==> src/rtl/cache_pkg.sv <==
// Shared types and helpers for the set-associative write-back cache.
// No logic: state codes, width helpers and default geometry only.
package cache_pkg;

    localparam logic [1:0] ST_IDLE   = 2'd0;
    localparam logic [1:0] ST_RESP   = 2'd1;
    localparam logic [1:0] ST_WB     = 2'd2;
    localparam logic [1:0] ST_REFILL = 2'd3;

    localparam int DEF_WAYS   = 4;
    localparam int DEF_SETS   = 4;
    localparam int DEF_TAG_W  = 3;
    localparam int DEF_DATA_W = 3;

    function automatic int idx_w(input int sets);
        return $clog2(sets);
    endfunction

    function automatic int age_w(input int ways);
        return $clog2(ways);
    endfunction

endpackage

==> src/rtl/cache_sa_wb_if.sv <==
// Requester and memory-side signal bundle of the cache.
// master = requester/memory harness, slave = cache.
interface cache_sa_wb_if #(
    parameter int ADDR_W = 5,
    parameter int DATA_W = 3
);
    logic              req_valid;
    logic              req_ready;
    logic              req_write;
    logic [ADDR_W-1:0] req_addr;
    logic [DATA_W-1:0] req_wdata;
    logic              resp_valid;
    logic              resp_hit;
    logic [DATA_W-1:0] resp_rdata;
    logic              mem_req;
    logic              mem_we;
    logic [ADDR_W-1:0] mem_addr;
    logic [DATA_W-1:0] mem_wdata;
    logic              mem_ack;
    logic [DATA_W-1:0] mem_rdata;

    modport master (
        output req_valid, req_write, req_addr, req_wdata, mem_ack, mem_rdata,
        input  req_ready, resp_valid, resp_hit, resp_rdata,
               mem_req, mem_we, mem_addr, mem_wdata
    );

    modport slave (
        input  req_valid, req_write, req_addr, req_wdata, mem_ack, mem_rdata,
        output req_ready, resp_valid, resp_hit, resp_rdata,
               mem_req, mem_we, mem_addr, mem_wdata
    );
endinterface

==> src/rtl/cache_lru.sv <==
// True-LRU helper for one set: picks the victim way and computes post-access ages.
// Purely combinational, zero latency, no backpressure.
module cache_lru #(
    parameter int WAYS  = 4,
    parameter int AGE_W = 2
) (
    input  logic [WAYS-1:0][AGE_W-1:0] age_i,
    input  logic [WAYS-1:0]            valid_i,
    input  logic [AGE_W-1:0]           acc_way_i,
    output logic [AGE_W-1:0]           victim_o,
    output logic [WAYS-1:0][AGE_W-1:0] age_o
);
    logic             found;
    logic [AGE_W-1:0] old_age;

    always_comb begin
        found    = 1'b0;
        victim_o = '0;
        for (int w = 0; w < WAYS; w++) begin
            if (!valid_i[w] && !found) begin
                found    = 1'b1;
                victim_o = AGE_W'(w);
            end
        end
        // With every way valid, the oldest line is the one whose age is WAYS-1.
        if (!found) begin
            for (int w = 0; w < WAYS; w++) begin
                if (age_i[w] == AGE_W'(WAYS - 1)) begin
                    victim_o = AGE_W'(w);
                end
            end
        end
    end

    always_comb begin
        old_age = age_i[acc_way_i];
        age_o   = age_i;
        for (int w = 0; w < WAYS; w++) begin
            if (AGE_W'(w) == acc_way_i) begin
                age_o[w] = '0;
            end else if (age_i[w] < old_age) begin
                age_o[w] = age_i[w] + AGE_W'(1);
            end
        end
    end
endmodule

==> src/rtl/cache_sa_wb.sv <==
// N-way set-associative write-back/write-allocate cache, true LRU; CACHE_STATS_EN adds hit/miss counters.
// Hit: response 1 cycle after accept; miss: blocks in WRITEBACK/REFILL until mem_ack, req_ready low outside IDLE.
module cache_sa_wb
    import cache_pkg::*;
#(
    parameter int WAYS   = DEF_WAYS,
    parameter int SETS   = DEF_SETS,
    parameter int TAG_W  = DEF_TAG_W,
    parameter int DATA_W = DEF_DATA_W
) (
    input  logic        clock,
    input  logic        reset_n,
`ifdef CACHE_STATS_EN
    output logic [15:0] hit_count,
    output logic [15:0] miss_count,
`endif
    cache_sa_wb_if.slave bus
);
    localparam int IDX_W  = idx_w(SETS);
    localparam int AGE_W  = age_w(WAYS);
    localparam int ADDR_W = TAG_W + IDX_W;

    typedef logic [WAYS-1:0][AGE_W-1:0] ages_t;

    logic [WAYS-1:0]             valid_q [SETS];
    logic [WAYS-1:0]             dirty_q [SETS];
    logic [WAYS-1:0][TAG_W-1:0]  tag_q   [SETS];
    logic [WAYS-1:0][DATA_W-1:0] data_q  [SETS];
    ages_t                       age_q   [SETS];

    logic [1:0]        state_q, state_d;
    logic              rdy_q;
    logic              req_write_q, req_write_d;
    logic [ADDR_W-1:0] req_addr_q, req_addr_d;
    logic [DATA_W-1:0] req_wdata_q, req_wdata_d;
    logic [AGE_W-1:0]  vic_way_q, vic_way_d;
    logic [TAG_W-1:0]  vic_tag_q, vic_tag_d;
    logic [DATA_W-1:0] vic_dat_q, vic_dat_d;
    logic              resp_hit_q, resp_hit_d;
    logic [DATA_W-1:0] resp_dat_q, resp_dat_d;

    logic [IDX_W-1:0]  in_idx, lat_idx, lru_idx;
    logic [TAG_W-1:0]  in_tag, lat_tag;
    logic              accept;
    logic              hit;
    logic [AGE_W-1:0]  hit_way, lru_acc, lru_victim;
    ages_t             lru_age;

    logic              line_we;
    logic [IDX_W-1:0]  line_idx;
    logic [AGE_W-1:0]  line_way;
    logic [TAG_W-1:0]  line_tag;
    logic [DATA_W-1:0] line_dat;
    logic              line_dirty;

    assign in_idx  = bus.req_addr[IDX_W-1:0];
    assign in_tag  = bus.req_addr[ADDR_W-1:IDX_W];
    assign lat_idx = req_addr_q[IDX_W-1:0];
    assign lat_tag = req_addr_q[ADDR_W-1:IDX_W];
    assign accept  = bus.req_valid && bus.req_ready;

    always_comb begin
        hit     = 1'b0;
        hit_way = '0;
        for (int w = 0; w < WAYS; w++) begin
            if (valid_q[in_idx][w] && (tag_q[in_idx][w] == in_tag) && !hit) begin
                hit     = 1'b1;
                hit_way = AGE_W'(w);
            end
        end
    end

    // One LRU instance serves both the lookup set (IDLE) and the refill set.
    assign lru_idx = (state_q == ST_IDLE) ? in_idx  : lat_idx;
    assign lru_acc = (state_q == ST_IDLE) ? hit_way : vic_way_q;

    cache_lru #(
        .WAYS  (WAYS),
        .AGE_W (AGE_W)
    ) u_lru (
        .age_i     (age_q[lru_idx]),
        .valid_i   (valid_q[lru_idx]),
        .acc_way_i (lru_acc),
        .victim_o  (lru_victim),
        .age_o     (lru_age)
    );

    always_comb begin
        state_d     = state_q;
        req_write_d = req_write_q;
        req_addr_d  = req_addr_q;
        req_wdata_d = req_wdata_q;
        vic_way_d   = vic_way_q;
        vic_tag_d   = vic_tag_q;
        vic_dat_d   = vic_dat_q;
        resp_hit_d  = resp_hit_q;
        resp_dat_d  = resp_dat_q;
        line_we     = 1'b0;
        line_idx    = in_idx;
        line_way    = hit_way;
        line_tag    = in_tag;
        line_dat    = data_q[in_idx][hit_way];
        line_dirty  = dirty_q[in_idx][hit_way];
        case (state_q)
            ST_IDLE: begin
                if (accept) begin
                    req_write_d = bus.req_write;
                    req_addr_d  = bus.req_addr;
                    req_wdata_d = bus.req_wdata;
                    if (hit) begin
                        line_we    = 1'b1;
                        line_dat   = bus.req_write ? bus.req_wdata : data_q[in_idx][hit_way];
                        line_dirty = dirty_q[in_idx][hit_way] | bus.req_write;
                        resp_hit_d = 1'b1;
                        resp_dat_d = line_dat;
                        state_d    = ST_RESP;
                    end else begin
                        vic_way_d = lru_victim;
                        vic_tag_d = tag_q[in_idx][lru_victim];
                        vic_dat_d = data_q[in_idx][lru_victim];
                        state_d   = (valid_q[in_idx][lru_victim] && dirty_q[in_idx][lru_victim])
                                    ? ST_WB : ST_REFILL;
                    end
                end
            end
            ST_WB: begin
                if (bus.mem_ack) begin
                    state_d = ST_REFILL;
                end
            end
            ST_REFILL: begin
                if (bus.mem_ack) begin
                    line_we    = 1'b1;
                    line_idx   = lat_idx;
                    line_way   = vic_way_q;
                    line_tag   = lat_tag;
                    line_dat   = req_write_q ? req_wdata_q : bus.mem_rdata;
                    line_dirty = req_write_q;
                    resp_hit_d = 1'b0;
                    resp_dat_d = line_dat;
                    state_d    = ST_RESP;
                end
            end
            default: begin
                state_d = ST_IDLE;
            end
        endcase
    end

    always_ff @(posedge clock or negedge reset_n) begin
        if (!reset_n) begin
            state_q     <= ST_IDLE;
            rdy_q       <= 1'b0;
            req_write_q <= 1'b0;
            req_addr_q  <= '0;
            req_wdata_q <= '0;
            vic_way_q   <= '0;
            vic_tag_q   <= '0;
            vic_dat_q   <= '0;
            resp_hit_q  <= 1'b0;
            resp_dat_q  <= '0;
        end else begin
            state_q     <= state_d;
            rdy_q       <= 1'b1;
            req_write_q <= req_write_d;
            req_addr_q  <= req_addr_d;
            req_wdata_q <= req_wdata_d;
            vic_way_q   <= vic_way_d;
            vic_tag_q   <= vic_tag_d;
            vic_dat_q   <= vic_dat_d;
            resp_hit_q  <= resp_hit_d;
            resp_dat_q  <= resp_dat_d;
        end
    end

    // Age of way w starts at w, so the initial ages already form a permutation.
    always_ff @(posedge clock or negedge reset_n) begin
        if (!reset_n) begin
            for (int s = 0; s < SETS; s++) begin
                valid_q[s] <= '0;
                dirty_q[s] <= '0;
                tag_q[s]   <= '0;
                data_q[s]  <= '0;
                for (int w = 0; w < WAYS; w++) begin
                    age_q[s][w] <= AGE_W'(w);
                end
            end
        end else if (line_we) begin
            valid_q[line_idx][line_way] <= 1'b1;
            dirty_q[line_idx][line_way] <= line_dirty;
            tag_q[line_idx][line_way]   <= line_tag;
            data_q[line_idx][line_way]  <= line_dat;
            age_q[line_idx]             <= lru_age;
        end
    end

    assign bus.req_ready  = rdy_q && (state_q == ST_IDLE);
    assign bus.resp_valid = (state_q == ST_RESP);
    assign bus.resp_hit   = resp_hit_q;
    assign bus.resp_rdata = resp_dat_q;
    assign bus.mem_req    = (state_q == ST_WB) || (state_q == ST_REFILL);
    assign bus.mem_we     = (state_q == ST_WB);
    assign bus.mem_addr   = (state_q == ST_WB)     ? {vic_tag_q, lat_idx} :
                            (state_q == ST_REFILL) ? req_addr_q : '0;
    assign bus.mem_wdata  = (state_q == ST_WB) ? vic_dat_q : '0;

`ifdef CACHE_STATS_EN
    logic [15:0] hit_cnt_q, miss_cnt_q;

    always_ff @(posedge clock or negedge reset_n) begin
        if (!reset_n) begin
            hit_cnt_q  <= '0;
            miss_cnt_q <= '0;
        end else if (state_q == ST_RESP) begin
            if (resp_hit_q && (hit_cnt_q != 16'hFFFF)) begin
                hit_cnt_q <= hit_cnt_q + 16'd1;
            end
            if (!resp_hit_q && (miss_cnt_q != 16'hFFFF)) begin
                miss_cnt_q <= miss_cnt_q + 16'd1;
            end
        end
    end

    assign hit_count  = hit_cnt_q;
    assign miss_count = miss_cnt_q;
`endif
endmodule

==> src/flat_wrapper.sv <==
// flat-port wrapper written by rule: the top's interface ports become plain ports
module cache_sa_wb_flat import cache_pkg::*;
#(
    parameter int WAYS   = DEF_WAYS,
    parameter int SETS   = DEF_SETS,
    parameter int TAG_W  = DEF_TAG_W,
    parameter int DATA_W = DEF_DATA_W
)
  (clock, reset_n, bus_req_valid, bus_req_write, bus_req_addr, bus_req_wdata, bus_mem_ack, bus_mem_rdata, bus_req_ready, bus_resp_valid, bus_resp_hit, bus_resp_rdata, bus_mem_req, bus_mem_we, bus_mem_addr, bus_mem_wdata);
  cache_sa_wb_if #(.ADDR_W(5), .DATA_W(DATA_W)) bus_i ();
  input  logic clock;
  input  logic reset_n;
  input wire logic [$bits(bus_i.req_valid)-1:0] bus_req_valid;
  input wire logic [$bits(bus_i.req_write)-1:0] bus_req_write;
  input wire logic [$bits(bus_i.req_addr)-1:0] bus_req_addr;
  input wire logic [$bits(bus_i.req_wdata)-1:0] bus_req_wdata;
  input wire logic [$bits(bus_i.mem_ack)-1:0] bus_mem_ack;
  input wire logic [$bits(bus_i.mem_rdata)-1:0] bus_mem_rdata;
  output wire logic [$bits(bus_i.req_ready)-1:0] bus_req_ready;
  output wire logic [$bits(bus_i.resp_valid)-1:0] bus_resp_valid;
  output wire logic [$bits(bus_i.resp_hit)-1:0] bus_resp_hit;
  output wire logic [$bits(bus_i.resp_rdata)-1:0] bus_resp_rdata;
  output wire logic [$bits(bus_i.mem_req)-1:0] bus_mem_req;
  output wire logic [$bits(bus_i.mem_we)-1:0] bus_mem_we;
  output wire logic [$bits(bus_i.mem_addr)-1:0] bus_mem_addr;
  output wire logic [$bits(bus_i.mem_wdata)-1:0] bus_mem_wdata;
  assign bus_i.req_valid = bus_req_valid;
  assign bus_i.req_write = bus_req_write;
  assign bus_i.req_addr = bus_req_addr;
  assign bus_i.req_wdata = bus_req_wdata;
  assign bus_i.mem_ack = bus_mem_ack;
  assign bus_i.mem_rdata = bus_mem_rdata;
  assign bus_req_ready = bus_i.req_ready;
  assign bus_resp_valid = bus_i.resp_valid;
  assign bus_resp_hit = bus_i.resp_hit;
  assign bus_resp_rdata = bus_i.resp_rdata;
  assign bus_mem_req = bus_i.mem_req;
  assign bus_mem_we = bus_i.mem_we;
  assign bus_mem_addr = bus_i.mem_addr;
  assign bus_mem_wdata = bus_i.mem_wdata;
  cache_sa_wb #(.WAYS(WAYS), .SETS(SETS), .TAG_W(TAG_W), .DATA_W(DATA_W)) u_core (.clock(clock), .reset_n(reset_n), .bus(bus_i));
endmodule
==> config.mk <==
export PLATFORM = sky130hd
export DESIGN_NAME = cache_sa_wb_flat
export DESIGN_NICKNAME = d
export VERILOG_FILES = /design/src/rtl/cache_pkg.sv /design/src/rtl/cache_sa_wb_if.sv /design/src/rtl/cache_lru.sv /design/src/rtl/cache_sa_wb.sv /design/src/flat_wrapper.sv
export SDC_FILE = /design/constraint.sdc
export NUM_CORES = 1
export LEC_CHECK = 0
export CAP_MARGIN = 10
export CELL_PAD_IN_SITES_DETAIL_PLACEMENT = 1
export CELL_PAD_IN_SITES_GLOBAL_PLACEMENT = 2
export CORE_ASPECT_RATIO = 1.25
export CORE_MARGIN = 10
export CORE_UTILIZATION = 36
export CTS_CLUSTER_SIZE = 20
export DETAILED_ROUTE_END_ITERATION = 12
export PLACE_DENSITY_LB_ADDON = 0.1
export SYNTH_ARGS = -nofsm -noshare
export SYNTH_HDL_FRONTEND = slang
export SYNTH_HIERARCHICAL = 1
export SYNTH_SLANG_ARGS = --single-unit
==> constraint.sdc <==
create_clock -name clock -period 5.4 [get_ports clock]
set_input_delay 0.81 -clock clock [delete_from_list [all_inputs] [get_ports clock]]
set_output_delay 0.81 -clock clock [all_outputs]
set_load 0.05 [all_outputs]
# Word level (Yosys, flattened, before mapping)
# Index checks and enable logic that the tools add are counted.
[totals]
reg_bits = 184
latch_bits = 0
ramBits = 0
romBits = 0
output_inout_bits = 16
n_memories = 0
[classes]
addsub = 4
n_mul = 0
n_div = 0
magnitude_cmp = 13
n_eq_ne = 18
shifts = 0
n_mux = 112
bitwise_logic = 6
n_reduce_logical = 31
[op_table]
columns = ["op", "count"]
rows = [
  ["$bwmux W48", 2],
  ["$mux W12", 5],
  ["$mux W2", 28],
  ["$bmux W12 S2", 2],
  ["$mux W3", 15],
  ["$bwmux W32", 1],
  ["$mux W4", 7],
  ["$bmux W4 S2", 3],
  ["$demux W12 S2", 1],
  ["$mux W1", 24],
  ["$mux W8", 3],
  ["$bmux W3 S2", 3],
  ["$bmux W8 S2", 1],
  ["$bwmux W16", 1],
  ["$demux W8 S2", 1],
  ["$or A16 B16 Y16", 1],
  ["$logic_and A1 B1 Y1", 15],
  ["$eq A2 B2 Y1 const B", 6],
  ["$eq A3 B3 Y1", 4],
  ["$lt A2 B3 Y1 const B", 4],
  ["$pmux W3 S2", 2],
  ["$mux W5", 2],
  ["$ge A3 B3 Y1 const B", 3],
  ["$not A2 Y3", 3],
  ["other kinds (25)", 47],
]

# Longest topological paths before layout
# Gate-level depths: netlist (run 1).
[depth]
ltp_word = 27
ltp_mapped = 19

# By module
# The synthesis (run 1) kept the hierarchy.
[by_module_without_submodules]
columns = ["mod", "n_inst", "cells_per_inst", "area_per_inst_um2", "seq_area_each_um2"]
rows = [
  ["cache_sa_wb", 1, 649, 9288.9, 4624.4],
  ["cache_lru", 1, 68, 513.0, 0.0],
]

# Worst setup path after synthesis (run 1)
# No wires, ideal clock.
[synth_path]
path_kind = "input -> register"
from = "in bus_req_addr[0]"
to = "reg u_core.vic_tag_q[1]"
arrival_ns = 4.629
t_required_ns = 5.275
setup_slack_ns = 0.646
stages = 15
cell_sequence = "buf_6 -> buf_12 -> buf_4 -> buf_2 -> mux2i_1 -> buf_2 -> mux4_2 -> ha_1 -> nand2b_1 -> a21oi_1 -> o21bai_1 -> a31oi_1 -> clkbuf_1 -> mux4_2 -> mux2_2"
[synth_via]
elab_chain_len = 21
word_cells_on_any_way = 61
[synth_rtl]
columns = ["item", "line", "rtl"]
rows = [
  ["from (decl)", "flat_wrapper.sv:15", "input wire logic [$bits(bus_i.req_addr)-1:0] bus_req_addr;"],
  ["$mux W2 (*)", "cache_sa_wb.sv:74", "assign lru_idx = (state_q == ST_IDLE) ? in_idx : lat_idx;"],
  ["$not A2 Y3 (not written as such) (*)", "cache_sa_wb.sv:81, cache_sa_wb.sv:82", ""],
  ["$bmux W4 S2", "cache_sa_wb.sv:82", ".valid_i (valid_q[lru_idx]),"],
  ["$mux W4 (not written as such) (2 in series)", "cache_sa_wb.sv:82", ""],
  ["$logic_not A1 Y1", "cache_lru.sv:20", "if (!valid_i[w] && !found) begin"],
  ["$logic_and A1 B1 Y1", "cache_lru.sv:20", ""],
  ["$mux W1", "cache_lru.sv:20", ""],
  ["$logic_not A1 Y1", "cache_lru.sv:20", ""],
  ["[2 not listed]", "--", ""],
  ["$logic_not A1 Y1", "cache_lru.sv:20", ""],
  ["$logic_and A1 B1 Y1", "cache_lru.sv:20", ""],
  ["$mux W2", "cache_lru.sv:20", ""],
  ["$mux W2 (4 in series)", "cache_lru.sv:28", "if (age_i[w] == AGE_W'(WAYS - 1)) begin"],
  ["$mux W2 (*)", "cache_lru.sv:26", "if (!found) begin"],
  ["via u_core.lru_victim[0]", "cache_sa_wb.sv:46", "logic [AGE_W-1:0] hit_way, lru_acc, lru_victim;"],
  ["$bmux W3 S2 (*)", "cache_sa_wb.sv:119", "vic_tag_d = tag_q[in_idx][lru_victim];"],
  ["$mux W3 (not written as such) (*)", "cache_sa_wb.sv:119", ""],
  ["to (signal assigned)", "cache_sa_wb.sv:169", "vic_tag_q <= vic_tag_d;"],
  ["to (decl)", "cache_sa_wb.sv:37", "logic [TAG_W-1:0] vic_tag_q, vic_tag_d;"],
]
# Mark *: on every way through the listed nets, which the timed path passes. The rest lies on a longest branch. The select of a mux whose other input is x is not followed.
# A chain may end at the register's enable or synchronous reset.

==> impl_metrics.sql, run 1 <==
INSERT INTO impl_metrics (metric_group, metric, value, unit) VALUES
('timing', 'timing.final.max_slew_violations', '0', ''),
('placement', 'gpl_wtd_cong', '0.7887', ''),
('synthesis', 'synth-compound-area-share', '7.825', '%'),
('outcome', 'run_status', 'complete, no violations', ''),
('synthesis', 'syn-instance-count', '717', ''),
('timing', 'finalHoldViolations', '0', ''),
('clocking', 'clock_slew_at_the_register_clock_pins_of_the_worst_setup_and_hold_paths', '0.07', 'ns'),
('placement', 'detailed_place.area', '10490', 'um2'),
('timing', 'post-route-period-util', '82.49', '%'),
('setup_path', 'critical-path-slowest-cell', 'mux4_2', ''),
('floorplanning', 'fp.dieW', '167.6', 'um'),
('timing', 'timing.final.setup_violations', '0', ''),
('placement', 'detailedPlace.worstSlack', '0.4561', 'ns'),
('synthesis', 'synth.yosys.seq_area_share', '47.18', '%'),
('floorplanning', 'core', '26830', 'um2'),
('pwr', 'internal-power', '2678', 'uW'),
('route', 'drt_iter0_markers', '285', ''),
('timing', 'unrepaired_setup_endpoints_after_global_routing', 'false', ''),
('global_route', 'antenna_violations_before_repair', '0', ''),
('clocking', 'cts.sinks', '184', ''),
('timing', 'post-route-min-period', '4.454', 'ns'),
('floorplanning', 'start_util', '36.54', '%'),
('floorplanning', 'top_level_ports', '32', ''),
('clocking', 'clock_tree_from_tritoncts', 'built', ''),
('route', 'ant_nets', '0', ''),
('synthesis', 'synthesized_area_fraction_occupied_by_and_or_nand_nor_cells', '8.272', '%'),
('global_route', 'first_pass_grt_wire_length', '42.68', 'mm'),
('timing', 'fmax', '224.5', 'MHz'),
('clocking', 'clock_insertion_delay_worst_skew', '0.44', 'ns'),
('pwr', 'vdd_drop_max', '207.3', 'uV'),
('setup_path', 'max_stage_delay', '0.54', 'ns'),
('pwr', 'power.switching_fraction', '34.52', '%'),
('route', 'drt_first_pass_iters', '4', ''),
('setup_path', 'critical_path.cell_chain', 'buf_2, buf_4, mux4_2, xnor2_1, and4_1, a211oi_2, mux2_2, mux4_2, inv_1, ha_1, inv_1, a221o_1, and3_1, o21ba_1, mux2_2', ''),
('route', 'per_cell_routed_wire_length', '24.21', 'um'),
('clocking', 'post_cts_hold_fix_bufs', '0', ''),
('pwr', 'p_clk_share', '30.2', '%'),
('synthesis', 'syn-cell-area', '9802', 'um2'),
('pwr', 'power_share_of_the_combinational_group', '30.0', '%'),
('synthesis', 'main_combinational_cell_family_by_area_after_synthesis', 'multiplexers', ''),
('synthesis', 'postSynthAreaPerCell', '13.67', 'um2'),
('setup_path', 'crit_path_start_kind', 'input pin', ''),
('floorplanning', 'die_y', '204.5', 'um'),
('global_route', 'globalRouteOverflowTotal', '0', ''),
('floorplanning', 'rows', '67', ''),
('floorplanning', 'die_area', '34270', 'um2'),
('finish', 'fraction_of_layout_cells_with_a_size_suffix_above_1', '41.84', '%'),
('clocking', 'maximum_number_of_buffers_from_clock_root_to_sink', '2', ''),
('synthesis', 'synth.ff_latch_count', '184', ''),
('hold_path', 'hp-class', 'in -> async', ''),
('timing', 'clock_skew', '0.01395', 'ns'),
('setup_path', 'critical_path.max_fanout', '15', ''),
('finish', 'commonest_cells_after_routing_fill_and_taps_aside', 'dfrtp_1 (168), mux2_2 (136), mux4_2 (52), nand2_1 (45), clkdlybuf4s50_1 (28)', ''),
('setup_path', 'worst_path_dominant_cell_family', 'multiplexers', ''),
('pwr', 'seq_power_share', '39.8', '%'),
('finish', 'seqCellArea', '4624', 'um2'),
('finish', 'number_of_fill_cells_in_the_layout', '2788', ''),
('synthesis', 'synth-main-ff-cell', 'dfrtp_1', ''),
('pwr', 'power.static_leakage', '0.004981', 'uW'),
('clocking', 'cts_setup_buffers', '0', ''),
('global_route', 'track_usage', '15.93', '%'),
('finish', 'final_design_area_no_fill', '11070', 'um2'),
('pwr', 'fin_total_pwr', '4090', 'uW'),
('setup_path', 'worst-endpoint-arrival', '4.82', 'ns'),
('route', 'drc', '0', ''),
('job', 'maxCapViolations', '0', ''),
('global_route', 'grt_start_max_net_pins', '105', ''),
('clocking', 'cts_buffers', '17', ''),
('placement', 'dp_hpwl', '19.74', 'mm'),
('synthesis', 'number_of_flops_mapped_to_enable_cells_by_yosys', '0', ''),
('finish', 'area_delta_synth_final', '12.96', '%');
[metrics by stage]
step / std cells / utilization, % / hold WS, ns
2_1_floorplan: 717 / - / 0.4454
3_3_place_gp: 1073 / 39.10 / 0.4678
3_5_place_dp: 1073 / 39.10 / 0.4817
4_1_cts: 1105 / 41.27 / 0.4969
5_1_grt: 1105 / 41.27 / 0.5019
6_report: 1105 / 41.27 / 0.4760
[layout make-up]
| cell class | instances | area share (%) |
|---|---|---|
| Timing Repair Buffer | 55 | 4.464 |
| Tap cell | 345 | 3.899 |
| Clock inverter | 11 | 1.006 |
| Clock buffer | 21 | 4.249 |
| Multi-Input combinational cell | 479 | 44.28 |
| Sequential cell | 184 | 41.77 |
| Inverter | 10 | 0.3390 |
[layer usage]
layer	up-vias	GRT usage, %	share of wire (%)
met4	0	5.168	1.8
li1	2734	-	-
met2	80	27.90	52
met3	33	2.790	2.4
met1	3276	19.43	44
met5	-	0	0
[cells by family after synthesis]
kind of cell / Yosys count
buffers and inverters: 54
xor gates and xnor gates: 12
adders and majority gates: 12
muxes: 214
and+or+nand+nor: 142
other: 1
AOI/OAI and AO/OA: 98
DFF: 184
[synth_stat cells, drive strengths merged (3+ instances only)]
| master | number | area share, % |
|---|---|---|
| nor2b | 8 | 0.51 |
| buf | 31 | 2.0 |
| o22ai | 4 | 0.45 |
| and4 | 4 | 0.37 |
| ha | 12 | 1.5 |
| dfrtp | 168 | 43 |
| nor3 | 5 | 0.26 |
| o31a | 3 | 0.27 |
| a21oi | 22 | 1.2 |
| clkbuf | 13 | 0.51 |
| a31oi | 7 | 0.51 |
| inv | 10 | 0.38 |
| and2 | 8 | 0.51 |
| nand3 | 3 | 0.15 |
| o311ai | 3 | 0.27 |
| o21ai | 17 | 0.87 |
| nand4 | 8 | 0.88 |
| a21o | 4 | 0.31 |
| mux2 | 155 | 18 |
| xnor2 | 12 | 1.5 |
| o2bb2ai | 3 | 0.27 |
| nand2b | 12 | 0.77 |
| nand2 | 45 | 1.7 |
| mux2i | 7 | 0.71 |
| nor2 | 30 | 1.9 |
| dfstp | 16 | 4.3 |
| or2 | 12 | 0.77 |
| o211ai | 3 | 0.23 |
| mux4 | 52 | 12 |
| a22o | 6 | 0.54 |
[sequential cells by signal, indices dropped and copies added, names as in the netlist, 2 cells and up]
register and count:
u_core/vic_tag_q 3, u_core/data_q 48, u_core/bus.resp_rdata 3, u_core/req_addr_q 5, u_core/state_q 2, u_core/vic_dat_q 3
u_core/req_wdata_q 3, u_core/tag_q 48, u_core/dirty_q 16, u_core/valid_q 16, u_core/vic_way_q 2, u_core/age_q 32
[power by group through the flow]
stage	sequential [uW]	combinational [uW]	clock [uW]
finish	1630	1230	1240
global route	1650	1330	1340
CTS	1630	1240	1280
detailed placement	1650	1240	0
global placement	1650	1220	0
floorplan	1650	836	0
[path summary, 6_finish.rpt]
check                                  start                     to  depth (start not counted)
setup / recovery             bus_req_addr[0]       u_core/age_q[13]                         15
hold / removal                       reset_n  u_core/req_wdata_q[0]                          1
setup reg to reg           u_core/state_q[1]      u_core/state_q[0]                         17
hold reg to reg            u_core/data_q[11]      u_core/data_q[11]                          1
max in group asynchronous            reset_n        u_core/age_q[2]                          2
min in group clock         u_core/data_q[11]      u_core/data_q[11]                          1
No activity file was read; power rests on OpenSTA's default activity.
==> run 2, diff against run 1 <==
- clock period: 5.4 -> 4.13 ns (I/O delays scaled with it)
==> impl_metrics.sql, run 2 (synthesized netlist as in run 1, its figures left out) <==
INSERT INTO impl_metrics (metric_group, metric, value, unit) VALUES
('outcome', 'run_status', 'complete, no violations', ''),
('finish', 'area_delta_synth_final', '18.47', '%'),
('finish', 'fraction_of_layout_cells_with_a_size_suffix_above_1', '46.63', '%'),
('placement', 'post-place-cells', '1131', ''),
('setup_path', 'end_of_the_worst_register_to_register_path', 'u_core/age_q[9]', ''),
('pwr', 'power.switching_fraction', '33.97', '%'),
('clocking', 'clock_tree_from_tritoncts', 'built', ''),
('pwr', 'vdd_drop_max', '226.9', 'uV'),
('setup_path', 'beginning_of_the_worst_register_to_register_path', 'u_core/state_q[1]', ''),
('clocking', 'cts_max_level', '4', ''),
('finish', 'largestRegisters', 'u_core/data_q (48), u_core/tag_q (48), u_core/age_q (32)', ''),
('timing', 'maxSlewHeadroom', '25.13', '%'),
('pwr', 'power_density', '477.2', 'nW/um2'),
('timing', 'finalSetupTns', '0', 'ns'),
('pwr', 'seq_power_share', '38.4', '%'),
('placement', 'port_buffers', '31', ''),
('clocking', 'clock_insertion_delay_worst_skew', '0.44', 'ns'),
('timing', 'fmax', '250.1', 'MHz'),
('floorplanning', 'die_y', '204.5', 'um'),
('setup_path', 'worst-endpoint-arrival', '4.32', 'ns'),
('clocking', 'cts_buffers', '17', ''),
('clocking', 'cts.root.buffer_cell', 'clkbuf_16', ''),
('global_route', 'via_count_of_the_first_global_routing_pass', '7307', ''),
('pwr', 'netSwitchingPower', '1882', 'uW'),
('setup_path', 'criticalPathCategory', 'in -> reg', ''),
('route', 'drc', '0', ''),
('finish', 'final_common_cell', 'dfrtp_1', ''),
('timing', 'post-route-min-period', '3.998', 'ns'),
('timing', 'finalHoldViolations', '0', ''),
('floorplanning', 'core', '26830', 'um2'),
('setup_path', 'worstSetupEndpointType', 'register', ''),
('setup_path', 'rrSetupSlack', '0.17', 'ns'),
('route', 'ant_nets', '0', ''),
('timing', 'timing.final.max_slew_violations', '0', ''),
('clocking', 'maximum_number_of_buffers_from_clock_root_to_sink', '2', ''),
('setup_path', 'max_stage_delay', '0.61', 'ns'),
('finish', 'stdcell_count', '1162', ''),
('global_route', 'track_usage', '16.38', '%'),
('pwr', 'power.static_leakage', '0.005311', 'uW'),
('floorplanning', 'die_area', '34270', 'um2'),
('clocking', 'cts_setup_buffers', '0', ''),
('setup_path', 'critical_path.max_fanout', '13', ''),
('timing', 'clock_skew', '0.01243', 'ns'),
('finish', 'utilization', '43.29', '%'),
('pwr', 'p_clk_share', '30.1', '%'),
('setup_path', 'critical_path_required', '4.45', 'ns'),
('timing', 'post-route-period-util', '96.80', '%'),
('global_route', 'grt_start_max_net_pins', '112', ''),
('hold_path', 'hp-class', 'in -> async', ''),
('route', 'drt_iter0_markers', '277', ''),
('global_route', 'globalRouteOverflowTotal', '0', ''),
('finish', 'number_of_fill_cells_in_the_layout', '2787', ''),
('route', 'finalWirelength', '27.79', 'mm'),
('clocking', 'post_cts_hold_fix_bufs', '0', ''),
('setup_path', 'critical-path-slowest-cell', 'mux4_2', ''),
('finish', 'ant_diodes', '0', ''),
('setup_path', 'worst_setup_path_startpoint', 'bus_req_addr[0]', ''),
('pwr', 'power_share_of_the_combinational_group', '31.5', '%'),
('global_route', 'antenna_violations_before_repair', '0', ''),
('floorplanning', 'rows', '67', ''),
('route', 'route.vias.total', '6448', ''),
('setup_path', 'crit_path_start_kind', 'input pin', ''),
('placement', 'detailed_place.area', '11010', 'um2'),
('clocking', 'clock_slew_at_the_register_clock_pins_of_the_worst_setup_and_hold_paths', '0.07', 'ns'),
('global_route', 'grtUsageMet2', '29.20', '%'),
('floorplanning', 'top_level_ports', '32', ''),
('global_route', 'grt_use_met3', '2.751', '%'),
('timing', 'worst-slew-pin-transition', '1.123', 'ns'),
('finish', 'multiInputGateArea', '4943', 'um2'),
('finish', 'final_design_area_no_fill', '11610', 'um2'),
('timing', 'layout_setup_ws', '0.1323', 'ns'),
('placement', 'dp_hpwl', '20.59', 'mm'),
('timing', 'timing.final.setup_violations', '0', ''),
('global_route', 'first_pass_grt_wire_length', '43.55', 'mm'),
('timing', 'unrepaired_setup_endpoints_after_global_routing', 'false', ''),
('finish', 'commonest_cells_after_routing_fill_and_taps_aside', 'dfrtp_1 (168), mux2_2 (136), buf_4 (78), mux4_2 (52), nand2_1 (45)', ''),
('route', 'per_cell_routed_wire_length', '23.91', 'um'),
('job', 'maxCapViolations', '0', ''),
('floorplanning', 'fp.dieW', '167.6', 'um'),
('pwr', 'internal-power', '3659', 'uW'),
('finish', 'seqCellArea', '4624', 'um2'),
('setup_path', 'critical_path.cell_chain', 'buf_4, mux4_2, xnor2_2, nand4_1, buf_4, a211oi_2, mux2_2, mux4_2, inv_2, ha_1, a21o_1, o221ai_1, o31ai_2, mux2_2', ''),
('finish', 'fin_nets', '833', ''),
('clocking', 'cts.sinks', '184', ''),
('placement', 'detailedPlace.worstSlack', '-0.4288', 'ns'),
('route', 'vias_per_cell', '5.549', ''),
('placement', 'gpl_wtd_cong', '0.8360', ''),
('global_route', 'grtUsageMet1', '19.27', '%'),
('global_route', 'gr-max-usage-layer', 'met2', ''),
('setup_path', 'worst_case_reg_to_reg_path_depth', '12', ''),
('floorplanning', 'start_util', '36.54', '%'),
('route', 'drt_first_pass_iters', '5', '');
[run 2: cell type report]
| class | instances | share of cell area (%) |
|---|---|---|
| Multi-Input combinational cell | 479 | 42.57 |
| Clock buffer | 20 | 3.933 |
| Tap cell | 345 | 3.717 |
| Sequential cell | 184 | 39.82 |
| Inverter | 10 | 0.3232 |
| Timing Repair Buffer | 113 | 8.458 |
| Clock inverter | 11 | 1.174 |
[run 2: power groups by stage]
stage	Combinational (uW)	Clock (uW)	Sequential, uW
after floorplan	1130	0	2150
after global placement	1720	0	2160
after detailed placement	1760	0	2160
after CTS	1770	1730	2130
after global routing	1890	1800	2160
final	1740	1670	2130
[run 2: critical path: cells and delay by family]
family / cells / cell delay [ns]
AO/OA/AOI/OAI: 4 / 0.87
XOR/XNOR: 1 / 0.29
adder cells (fa/ha/maj): 1 / 0.28
buffers and inverters: 3 / 0.58
multiplexers: 4 / 1.44
AND/OR/NAND/NOR: 1 / 0.24
[run 2: worst max-delay path by stage]
stage	endpoint	slack, ns	cells past startpoint
2_1_floorplan	u_core/age_q[3]	-0.06	16
3_3_place_gp	u_core/age_q[3]	-0.35	14
3_5_place_dp	u_core/age_q[9]	-0.43	14
4_1_cts	u_core/age_q[9]	0.01	14
5_1_grt	u_core/age_q[9]	0.01	12
6_report	u_core/age_q[9]	0.13	14
[run 2: timing repair]
action	in CTS	in global routing
hold endpoints to repair	0	0
resized for setup	0	5
endpoints found under the setup margin	0	28
[run 2: per-stage QoR]
stage | total power (uW) | hold slack, ns
2_1_floorplan | 3284 | 0.3239
6_report | 5541 | 0.3337
5_1_grt | 5849 | 0.4048
3_5_place_dp | 3922 | 0.4746
3_3_place_gp | 3876 | 0.4690
4_1_cts | 5622 | 0.3697
[run 2: routing by layer]
layer,share of wire [%],vias up
met5,0,-
met4,2.6,0
met3,2.5,40
met2,53,92
met1,42,3460
li1,-,2856
==> run 3, diff against run 2 <==
- ABC_AREA: default -> 1
- CAP_MARGIN: 10 -> default
- CTS_BUF_LIST: default -> sky130_fd_sc_hd__clkbuf_4 sky130_fd_sc_hd__clkbuf_8 sky130_fd_sc_hd__clkbuf_16
==> impl_metrics.sql, run 3 <==
INSERT INTO impl_metrics (metric_group, metric, value, unit) VALUES
('finish', 'final_design_area_no_fill', '11480', 'um2'),
('finish', 'area_delta_synth_final', '16.40', '%'),
('finish', 'multiInputGateArea', '4562', 'um2'),
('clocking', 'clock_insertion_delay_worst_skew', '0.45', 'ns'),
('floorplanning', 'core', '26910', 'um2'),
('setup_path', 'critical_path.cell_chain', 'clkdlybuf4s50_1, buf_4, buf_4, nand2_1, o21ai_0, buf_4, o21ai_0, o22ai_1, inv_1, o21ai_0, nand2_1, o21bai_1, nand2_1, a22oi_1, buf_4, nor2_1, o311ai_0, buf_4, a21oi_1, o21ai_0', ''),
('synthesis', 'synth.top_cell.area_share', '42.61', '%'),
('pwr', 'power_density', '772.8', 'nW/um2'),
('finish', 'utilization', '42.68', '%'),
('synthesis', 'number_of_flops_mapped_to_enable_cells_by_yosys', '0', ''),
('synthesis', 'synth.net_count', '1317', ''),
('synthesis', 'synth_cell_type_count', '42', ''),
('setup_path', 'worst_path_dominant_cell_family', 'compound AO/OA/AOI/OAI gates', ''),
('route', 'vias_per_cell', '5.082', ''),
('placement', 'port_buffers', '31', ''),
('setup_path', 'crit_path_buffers_inverters', '7', ''),
('route', 'route.vias.total', '8701', ''),
('clocking', 'maximum_number_of_buffers_from_clock_root_to_sink', '2', ''),
('pwr', 'p_clk_share', '18.7', '%'),
('clocking', 'cts.sinks', '184', ''),
('synthesis', 'asyncSetResetFlopFracSynth', '100.0', '%'),
('route', 'drt_first_pass_iters', '5', ''),
('route', 'per_cell_routed_wire_length', '19.38', 'um'),
('timing', 'layout_setup_ws', '0.2124', 'ns'),
('route', 'drt_iter0_markers', '487', ''),
('synthesis', 'syn-instance-count', '1289', ''),
('placement', 'detailedPlace.worstSlack', '-0.2369', 'ns'),
('timing', 'unrepaired_setup_endpoints_after_global_routing', 'false', ''),
('synthesis', 'syn-cell-area', '9867', 'um2'),
('finish', 'fin_nets', '1382', ''),
('synthesis', 'ys_top_cells_by_count', 'nand2_1 (530), dfrtp_1 (168), o21ai_0 (98)', ''),
('setup_path', 'critical-path-slowest-cell', 'o311ai_0', ''),
('setup_path', 'most_frequent_cell_on_critical_path', 'buf_4', ''),
('setup_path', 'crit_path_start_kind', 'input pin', ''),
('floorplanning', 'die_area', '34470', 'um2'),
('floorplanning', 'rows', '67', ''),
('timing', 'timing.final.setup_violations', '0', ''),
('setup_path', 'rrSetupSlack', '0.26', 'ns'),
('setup_path', 'critical_path_required', '4.49', 'ns'),
('pwr', 'seq_power_share', '28.4', '%'),
('placement', 'post-place-cells', '1680', ''),
('setup_path', 'worst-endpoint-arrival', '4.28', 'ns'),
('timing', 'clock_skew', '0.01310', 'ns'),
('route', 'finalWirelength', '33.18', 'mm'),
('finish', 'largestRegisters', 'u_core/data_q (48), u_core/tag_q (48), u_core/age_q (32)', ''),
('clocking', 'clock_tree_from_tritoncts', 'built', ''),
('timing', 'finalHoldViolations', '0', ''),
('finish', 'seqCellArea', '4624', 'um2'),
('pwr', 'internal-power', '4742', 'uW'),
('global_route', 'first_pass_grt_wire_length', '52.74', 'mm'),
('job', 'maxCapViolations', '0', ''),
('timing', 'fin_hold_ws', '0.2558', 'ns'),
('timing', 'post-route-period-util', '94.86', '%'),
('synthesis', 'synth-main-ff-cell', 'dfrtp_1', ''),
('floorplanning', 'top_level_ports', '32', ''),
('global_route', 'antenna_violations_before_repair', '0', ''),
('timing', 'worst-slew-pin-transition', '1.105', 'ns'),
('setup_path', 'criticalPathCategory', 'in -> reg', ''),
('finish', 'fraction_of_layout_cells_with_a_size_suffix_above_1', '14.92', '%'),
('synthesis', 'synth_area_leaders', 'dfrtp_1 (43%), nand2_1 (20%), o21ai_0 (5.0%), dfstp_2 (4.3%), nand3_1 (3.1%)', ''),
('placement', 'gpl_wtd_cong', '0.8512', ''),
('finish', 'ant_diodes', '0', ''),
('setup_path', 'critical_path.max_fanout', '15', ''),
('hold_path', 'hp-class', 'in -> async', ''),
('synthesis', 'yosysMostFrequentCell', 'nand2_1', ''),
('setup_path', 'max_stage_delay', '0.52', 'ns'),
('setup_path', 'worst_case_reg_to_reg_path_depth', '19', ''),
('route', 'drc', '0', ''),
('route', 'ant_nets', '0', ''),
('timing', 'timing.final.max_slew_violations', '0', ''),
('synthesis', 'synth.yosys.seq_area_share', '46.87', '%'),
('outcome', 'run_status', 'complete, no violations', ''),
('setup_path', 'end_of_the_worst_register_to_register_path', 'u_core/state_q[0]', ''),
('clocking', 'cts_buffers', '17', ''),
('floorplanning', 'die_y', '205.1', 'um'),
('global_route', 'track_usage', '19.53', '%'),
('floorplanning', 'start_util', '36.67', '%'),
('clocking', 'cts.root.buffer_cell', 'clkbuf_16', ''),
('synthesis', 'synth.ff_latch_count', '184', ''),
('clocking', 'cts_max_level', '4', ''),
('finish', 'commonest_cells_after_routing_fill_and_taps_aside', 'nand2_1 (530), dfrtp_1 (168), o21ai_0 (96), inv_1 (72), buf_4 (64)', ''),
('finish', 'stdcell_count', '1712', ''),
('global_route', 'grt_start_max_net_pins', '110', ''),
('global_route', 'via_count_of_the_first_global_routing_pass', '9220', ''),
('clocking', 'clock_slew_at_the_register_clock_pins_of_the_worst_setup_and_hold_paths', '0.07', 'ns'),
('finish', 'number_of_fill_cells_in_the_layout', '3338', ''),
('pwr', 'power.switching_fraction', '46.57', '%'),
('synthesis', 'yosys_warnings', '6', ''),
('global_route', 'globalRouteOverflowTotal', '0', ''),
('setup_path', 'beginning_of_the_worst_register_to_register_path', 'u_core/state_q[1]', ''),
('timing', 'maxSlewHeadroom', '26.37', '%'),
('pwr', 'vdd_drop_max', '404.6', 'uV'),
('pwr', 'power.static_leakage', '0.005640', 'uW'),
('pwr', 'netSwitchingPower', '4133', 'uW'),
('floorplanning', 'fp.dieW', '168.1', 'um'),
('pwr', 'power_share_of_the_combinational_group', '52.9', '%'),
('finish', 'final_common_cell', 'nand2_1', ''),
('setup_path', 'worstSetupEndpointType', 'register', ''),
('timing', 'post-route-min-period', '3.918', 'ns'),
('synthesis', 'postSynthAreaPerCell', '7.655', 'um2'),
('synthesis', 'synth.largest_area_cell', 'dfrtp_1', ''),
('placement', 'detailed_place.area', '10880', 'um2'),
('placement', 'dp_hpwl', '23.97', 'mm'),
('timing', 'fmax', '255.3', 'MHz');
-- run 3: cell count changes in the layout (fill, tap and decap cells not counted), sizes merged, moves of 22 or more --
cell / delta
nand3: +66
a21oi: +22
nand2: +494
inv: +90
o21ai: +131
mux4: -52
nor2: +36
mux2: -150
-- run 3: routing by layer --
metal | part of all wire (%) | GRT usage [%]
met5 | 0 | 0
met4 | 1.9 | 5.884
met3 | 2.3 | 2.876
met2 | 52 | 35.23
met1 | 44 | 23.39
-- run 3: worst max-delay path by stage --
stage          slack, ns              start  cells past startpoint                end
2_1_floorplan       0.34    bus_req_addr[1]                     23   u_core/age_q[24]
3_3_place_gp       -0.15    bus_req_addr[1]                     20  u_core/state_q[0]
3_5_place_dp       -0.24    bus_req_addr[1]                     20  u_core/state_q[0]
4_1_cts             0.23    bus_req_addr[1]                     20  u_core/state_q[0]
5_1_grt            0.008  u_core/state_q[1]                     21  u_core/state_q[0]
6_report            0.21    bus_req_addr[1]                     20  u_core/state_q[0]
-- run 3: power groups by stage --
stage	sequential [uW]	clock, uW	combinational [uW]
6_report	2520	1660	4690
4_1_cts	2520	1710	4750
3_3_place_gp	2550	0	4640
3_5_place_dp	2550	0	4710
5_1_grt	2570	1790	5320
2_1_floorplan	2510	0	3040
-- run 3: cells by family (layout without fill, tap and decap cells) --
| kind of cell | count (synthesis) | count (layout) | synth area share [%] |
|---|---|---|---|
| AO/OA/AOI/OAI | 241 | 241 | 14.06 |
| other | 1 | 1 | 0.03801 |
| AND/OR/NAND/NOR | 691 | 691 | 29.50 |
| buffers and inverters | 150 | 228 | 6.962 |
| adder cells (fa/ha/maj) | 12 | 12 | 1.522 |
| multiplexers | 8 | 8 | 0.8749 |
| XOR/XNOR | 2 | 2 | 0.1776 |
| flip-flops | 184 | 184 | 46.87 |
-- run 3: what timing repair did --
action | 4_1_cts | 5_1_grt
resized for setup | 0 | 1
hold buffers | 0 | 0
setup endpoints to repair | 0 | 1
buffers inserted | 0 | 0
-- run 3: area by class of cell --
cell class,instances,area share (%)
flip-flops and latches,184,40.27
multi-input cells,955,39.72
repair buffers,101,7.920
well taps,345,3.759
clock buffers,17,3.704
inverters,95,3.127
clock inverters,15,1.503
-- run 3: worst register-to-register path, delay by kind of cell, from the launching register on --
family                     cells  cell delay, ns
adders and majority gates      1            0.26
buffers and inverters          5            0.88
DFF                            1            0.44
AOI/OAI and AO/OA              8            1.57
and+or+nand+nor                5            0.65
-- run 3: stage by stage --
| stage | TNS, ns | total power, uW |
|---|---|---|
| floorplan | 0 | 5554 |
| detailed placement | -2.528 | 7262 |
| global route | 0 | 9676 |
| CTS | 0 | 8980 |
| finish | 0 | 8875 |
| global placement | -0.4721 | 7190 |
